--- src/rtl/sine_table_loader.sv ---
// Streams words into two 32x128 SRAM banks via port 0, one registered write per accepted word (1-cycle latency), done pulses 1 cycle after the last word.
// s_ready is high only in LOAD without abort; SINE_TABLE_LOADER_CHECKSUM_EN adds a running sum of accepted words on chksum.
module sine_table_loader #(
  parameter int DATA_W  = 32,
  parameter int ADDR_W  = 8,
  parameter int WMASK_W = 4
) (
  input  logic               clk,
  input  logic               reset,
  input  logic               start,
  input  logic               abort,
  input  logic [ADDR_W-1:0]  start_addr,
  input  logic [ADDR_W:0]    load_len,
  input  logic               s_valid,
  output logic               s_ready,
  input  logic [DATA_W-1:0]  s_data,
  input  logic               s_last,
  output logic               csb00,
  output logic               csb10,
  output logic               web0,
  output logic [WMASK_W-1:0] wmask0,
  output logic [ADDR_W-2:0]  addr0,
  output logic [DATA_W-1:0]  din0,
  output logic               busy,
  output logic               done,
  output logic               err,
  output logic               tbl_valid
`ifdef SINE_TABLE_LOADER_CHECKSUM_EN
  ,
  output logic [DATA_W-1:0]  chksum
`endif
);

  localparam int LEN_W = ADDR_W + 1;

  typedef enum logic [1:0] {ST_IDLE, ST_LOAD, ST_DONE} state_t;

  state_t            r_state;
  state_t            w_state_nxt;
  logic              r_csb00;
  logic              r_csb10;
  logic              r_web0;
  logic [ADDR_W-2:0] r_addr0;
  logic [DATA_W-1:0] r_din0;
  logic              r_err;
  logic              r_tbl_valid;
  logic [ADDR_W-1:0] r_ptr;
  logic [LEN_W-1:0]  r_remaining;
  logic              w_hs;
  logic              w_last_word;

  assign s_ready     = (r_state == ST_LOAD) && !abort;
  assign w_hs        = s_valid && s_ready;
  assign w_last_word = (r_remaining == LEN_W'(1));

  always_ff @(posedge clk or posedge reset) begin
    if (reset) r_state <= ST_IDLE;
    else       r_state <= w_state_nxt;
  end

  always_comb begin
    w_state_nxt = r_state;
    case (r_state)
      ST_IDLE: if (start) w_state_nxt = ST_LOAD;
      ST_LOAD: begin
        if (abort)                              w_state_nxt = ST_IDLE;
        else if (w_hs && (w_last_word || s_last)) w_state_nxt = ST_DONE;
      end
      ST_DONE: w_state_nxt = ST_IDLE;
      default: w_state_nxt = ST_IDLE;
    endcase
  end

  // Port-0 controls default to idle every cycle; only an accepted word pulls them low.
  always_ff @(posedge clk or posedge reset) begin
    if (reset) begin
      r_csb00     <= 1'b1;
      r_csb10     <= 1'b1;
      r_web0      <= 1'b1;
      r_addr0     <= '0;
      r_din0      <= '0;
      r_err       <= 1'b0;
      r_tbl_valid <= 1'b0;
      r_ptr       <= '0;
      r_remaining <= '0;
    end else begin
      r_csb00 <= 1'b1;
      r_csb10 <= 1'b1;
      r_web0  <= 1'b1;
      case (r_state)
        ST_IDLE: begin
          if (start) begin
            r_ptr       <= start_addr;
            r_remaining <= (load_len == '0) ? LEN_W'(2 ** ADDR_W) : load_len;
            r_err       <= 1'b0;
            r_tbl_valid <= 1'b0;
          end
        end
        ST_LOAD: begin
          if (w_hs) begin
            r_csb00     <= r_ptr[ADDR_W-1];
            r_csb10     <= ~r_ptr[ADDR_W-1];
            r_web0      <= 1'b0;
            r_addr0     <= r_ptr[ADDR_W-2:0];
            r_din0      <= s_data;
            r_ptr       <= r_ptr + ADDR_W'(1);
            r_remaining <= r_remaining - LEN_W'(1);
            // s_last must coincide exactly with the final counted word.
            if (w_last_word != s_last) r_err <= 1'b1;
          end
        end
        ST_DONE: r_tbl_valid <= !r_err;
        default: ;
      endcase
    end
  end

`ifdef SINE_TABLE_LOADER_CHECKSUM_EN
  logic [DATA_W-1:0] r_chksum;

  always_ff @(posedge clk or posedge reset) begin
    if (reset)                             r_chksum <= '0;
    else if (r_state == ST_IDLE && start)  r_chksum <= '0;
    else if (w_hs)                         r_chksum <= r_chksum + s_data;
  end

  assign chksum = r_chksum;
`endif

  assign csb00     = r_csb00;
  assign csb10     = r_csb10;
  assign web0      = r_web0;
  assign wmask0    = {WMASK_W{1'b1}};
  assign addr0     = r_addr0;
  assign din0      = r_din0;
  assign busy      = (r_state != ST_IDLE);
  assign done      = (r_state == ST_DONE);
  assign err       = r_err;
  assign tbl_valid = r_tbl_valid;

endmodule
--- config.mk ---
export PLATFORM = sky130hd
export DESIGN_NAME = sine_table_loader
export DESIGN_NICKNAME = d
export VERILOG_FILES = /design/src/rtl/sine_table_loader.sv
export SDC_FILE = /design/constraint.sdc
export NUM_CORES = 1
export LEC_CHECK = 0
export BUFFER_PORTS_ARGS = -buffer_cell sky130_fd_sc_hd__buf_4
export CORE_MARGIN = 2
export CORE_UTILIZATION = 53
export DETAILED_ROUTE_END_ITERATION = 8
export PLACE_DENSITY = 0.85
export RECOVER_POWER = 25
export SETUP_SLACK_MARGIN = 0.02
export SLEW_MARGIN = 10
export SYNTH_ARGS = -nofsm -noshare
export SYNTH_HDL_FRONTEND = slang
export SYNTH_SLANG_ARGS = --single-unit
--- constraint.sdc ---
create_clock -name clk -period 3.8 [get_ports clk]
set_clock_uncertainty 0.2 [all_clocks]
set_input_delay 0.38 -clock clk [delete_from_list [all_inputs] [get_ports clk]]
set_output_delay 0.38 -clock clk [all_outputs]
set_load 0.005 [all_outputs]
[Word level (Yosys, flattened, before mapping)]
Cells that the tools add are included.
W data, S select, Z words.
Storage, ports and cells
  register bits: 63
  input bits: 55
  output and inout bits: 51
  logic and storage cells: 59
Cells by class
  $add $sub $neg: 2
  equal/unequal tests: 8
  mux-type cells: 22
  bitwise operators: 1
  reduce and logical (&&, ||, !) cells: 16
Operators with widths (number)
  $mux W9: 3
  $pmux W9 S2: 1
  $mux W8: 2
  $pmux W8 S2: 1
  $eq A9 B1 Y1 const B: 1
  $logic_not A9 Y1: 1
  $mux W1: 9
  $sub A9 B1 Y9 const B: 1
  $add A8 B1 Y8 const B: 1
  $mux W2: 3
  $reduce_and A2 Y1: 3
  $reduce_bool A2 Y1: 3
  $ne A2 B2 Y1 const B: 2
  $pmux W1 S2: 2
  $pmux W2 S2: 1
  $reduce_and A4 Y1: 1
  $logic_and A1 B1 Y1: 3
  $ne A3 B2 Y1 const B: 1
  $reduce_and A3 Y1: 1
  $eq A2 B1 Y1 const B: 1
  $eq A2 B2 Y1 const B: 1
  $logic_not A1 Y1: 2
  $logic_not A2 Y1: 1
  $ne A2 B1 Y1 const B: 1
  other kinds (3): 3

[Depth between registers and ports, before layout]
  depth in word-level cells: 7
  depth in mapped cells: 7
  gate-level depth less buffers: 7

[Worst setup path before layout]
Ideal clock, no wire load.
  path kind: flip-flop to flip-flop
  from: register r_remaining[0]
  to: register r_remaining[6]
  library setup time: 0.079 ns
  arrival time: 1.607 ns
  data required time: 3.521 ns
  setup slack: 1.913 ns
  cell stages (with the launch flop): 7
  buffers on the path: 0
  period minus slack after synthesis: 1.887 ns
  cell sequence: dfrtp_1 > inv_1 > ha_1 > or3b_4 > or3_1 > a21oi_1 > a2bb2oi_1
On the way
  longest elaborated chain between the ends: 3
Ends and longest elaborated chain
  start, declared: line 48  | logic [LEN_W-1:0] r_remaining;
  start signal, assigned: line 94  | r_remaining <= (load_len == '0) ? LEN_W'(2 ** ADDR_W) : load_len;
  start signal, assigned: line 107  | r_remaining <= r_remaining - LEN_W'(1);
  $sub A9 B1 Y9: line 107
  $mux W9: line 100  | if (w_hs) begin
  $pmux W9 S2: line 90  | case (r_state)
Every way passes these cells. The select of a mux whose other input is x is not followed.
A chain may end at the register's enable or synchronous reset.

[Final worst setup path]
  from: register r_state[1]
  to: register r_din0[20], in the netlist din0[20]
On the way
  longest elaborated chain between the ends: 4
Ends and longest elaborated chain
  start, declared: line 38  | state_t r_state;
  start signal, assigned: line 58  | else r_state <= w_state_nxt;
  $eq A2 B1 Y1 *: line 52, 90
  $logic_and A1 B1 Y1: line 52  | assign s_ready = (r_state == ST_LOAD) && !abort;
  $logic_and A1 B1 Y1: line 53  | assign w_hs = s_valid && s_ready;
  $reduce_and A2 Y1 (no line) *
  end signal, assigned: line 105  | r_din0 <= s_data;
  end, declared: line 44  | logic [DATA_W-1:0] r_din0;
Every way passes the cells marked *; elsewhere a longest branch is shown, timed or not.

==> summary.txt <==
Status: finished with violations
Failing checks: max-capacitance violations, max-slew violations
First-pass GRT wire length: 10900 um
Diode count: 0
Final slew viol count: 52
# resized after CTS: 0
Synth Area in XOR/XNOR: 0%
Adder-cell share of the synthesized area: 1.74%
Total Wirelength: 6580 um
Most frequent cell after synthesis: dfrtp_1
Worst path cell trace: nand2b_4 -> nor3b_4 -> buf_4 -> mux2_2
Drt via density: 5.34
Inserted Clock Buffers: 9
Routed Antenna Nets: 0
Number of synthesized flops with an enable pin: 0
Fin Setup TNS: 0 ns
Initial antenna violation count: 0
Layout cells sized above 1: 47.0%
Max-Cap Viols: 1
Die H: 77.7 um
Endpoints failing setup: 0
Flop pwr share: 42.7%
Top cell type's share of synthesized area: 52.2%
CTS root buf: clkbuf_8
CTS tree: yes
Worst Tran Pin Value: 1.86 ns
Seq/Total Area, Yosys: 55.0%
Hpwl dp: 4710 um
Dpl cells: 409
Fin crit share: 59.6%
I/O pin count: 106
Final core utilization: 75.2%
Routed via count: 2269
Design Area, Final: 0.00389 mm^2
Port buffer count: 101
CTS Hold Bufs: 0
WP data required: 3.81 ns
Power Dens Cells: 674 mW/mm^2
Avg Inst Size Synth: 11.6 um^2
Final Power: 2.62 mW
Critical path startpoint category: flip-flop
Cell at the slowest stage of the critical path: buf_4
YS warnings: 0
Worst skew pair latency: 0.34 ns
Top_reg_cell synth: dfrtp_1
Clock sink count: 63
Initial Utilization: 55.6%
Fin Hold WS: 0.0444 ns
Cell variety after synth: 41
DRT Pass-1 Iters: 4
Drt drc: 0
Clock Path Buffers: 2
Cell accounting for the most synthesized area: dfrtp_1
Post-synthesis mux area share: 15.3%
Hold Path Class: in -> reg
Post-synthesis compound-gate area fraction: 11.6%
RSZ-0062 raised after global routing: no
Global Route Usage Sum: 23.0%
Finished Layout Cells: 425
Area Overhead vs Synth: 35.3%
Yosys reg bits: 63
CP Class: reg -> reg
Power share of the combinational group: 31.0%
Hold Violations, Final: 0
Fillers: 349
Worst endpoint data arrival time: 2.28 ns
Worst IR Drop VDD: 0.423 mV
Commonest cells in the netlist: dfrtp_1 (60), mux2_2 (39), a21oi_1 (22)
FMAX: 0.441 GHz
Mapped cell area: 0.00288 mm^2
Dpl ws: 1.52 ns
Simple-gate share of the synthesized area: 11.3%
Total setup buffers inserted after CTS: 0
Mapped Cells: 247
Row Count: 26
Asr flop ratio synth: 100%
Die ar.: 0.00603 mm^2
Initial drt markers: 160
Die X: 77.7 um
Clock transition at the registers of the reported paths: 0.07 ns
Max FO, Critical Path: 38
LEAKAGE: 1.81 nW
Vias in the first global route: 2293
Most area-consuming cells after synthesis: dfrtp_1 (52%), mux2_2 (15%), a21oi_1 (3.8%)
Routed wire length per instance: 15.5 um
Largest family of logic cells by synthesized area: multiplexers
Int Pwr: 1.84 mW
Relative slew slack: -24.3%
Pin count of the biggest net entering global routing: 52
Clk pwr share: 26.3%
H-tree levels: 3
Min Tclk post-route: 2.27 ns
Nets: 409
Worst setup margin: 1.53 ns
Crit. End Element: flip-flop
Slowest Stage Delay on Critical Path: 0.48 ns
Core area: 0.00517 mm^2
Net Sw Frac: 29.8%
Routability cong.: 0.879
Placed instance area: 0.00365 mm^2
Psw: 0.782 mW
GR Overflow Total: 0
[final timing paths]
kind	start	to	slack, ns	depth (start not counted)
min	start	err	0.04	2
max	r_state[1]	din0[20]	1.53	4
max in group asynchronous	reset	csb00	1.81	3
max reg2reg	r_state[1]	din0[20]	1.53	4
min in group asynchronous	reset	din0[8]	0.45	2
min reg2reg	r_ptr[7]	csb10	0.29	1
[logic make-up (layout without fill, tap and decap cells)]
group	count (synthesis)	after routing
flip-flops	63	63
AND/OR/NAND/NOR	59	59
AO/OA/AOI/OAI	56	56
multiplexers	39	39
buffers and inverters	25	130
adder cells (fa/ha/maj)	4	4
other	1	4
[layout by cell type (no fill, tap or decap), types with 2 or more instances in the layout]
| cell | instances |
|---|---|
| a21oi_1 | 22 |
| a2bb2oi_1 | 4 |
| and3_1 | 2 |
| buf_4 | 104 |
| bufinv_16 | 3 |
| clkbuf_8 | 9 |
| clkinv_2 | 2 |
| conb_1 | 4 |
| dfrtp_1 | 60 |
| dfstp_2 | 3 |
| ha_1 | 4 |
| inv_1 | 9 |
| mux2_2 | 39 |
| nand2_1 | 19 |
| nand2b_1 | 2 |
| nand3_1 | 8 |
| nor2_1 | 9 |
| nor4_1 | 3 |
| o211ai_1 | 2 |
| o21ai_0 | 13 |
| o22ai_1 | 7 |
| o32ai_1 | 2 |
| or3_1 | 3 |
[layer usage]
layer  vias to the layer above  part of all wire [%]  track usage [%]
met5                         -                     0                0
met4                         0                   2.7             11.1
met3                        15                   5.7             5.70
met2                        72                    51             37.8
met1                      1101                    40             28.4
li1                       1081                     -                -
[state kept, by name (all words and copies together), names as in the netlist]
register and cells:
tbl_valid 1, csb00 1, r_ptr 8, err 1, web0 1, addr0 7, r_state 2, din0 32
r_remaining 9, csb10 1
[power groups by stage]
stage | sequential (mW) | clock, mW | combinational (mW)
after floorplan | 1.09 | 0 | 0.425
after global placement | 1.11 | 0 | 0.791
after detailed placement | 1.12 | 0 | 0.821
after CTS | 1.12 | 0.697 | 0.825
after global routing | 1.16 | 0.731 | 0.892
final | 1.12 | 0.689 | 0.814
[critical path: cells and delay by family, from the launching register on]
family                 cells  cell delay, ns
muxes                      1            0.39
buffers and inverters      1            0.48
and+or+nand+nor            2            0.59
DFF                        1            0.45
[cell type report]
class	count	area, um^2	area share, %
Clock buffer	10	128	3.28
Timing Repair Buffer	105	788	20.3
Clock inverter	6	109	2.80
Sequential cell	63	1580	40.6
Tap cell	70	87.6	2.25
Inverter	9	33.8	0.868
Multi-Input combinational cell	162	1160	29.9
(Power assumes the default switching activity.)
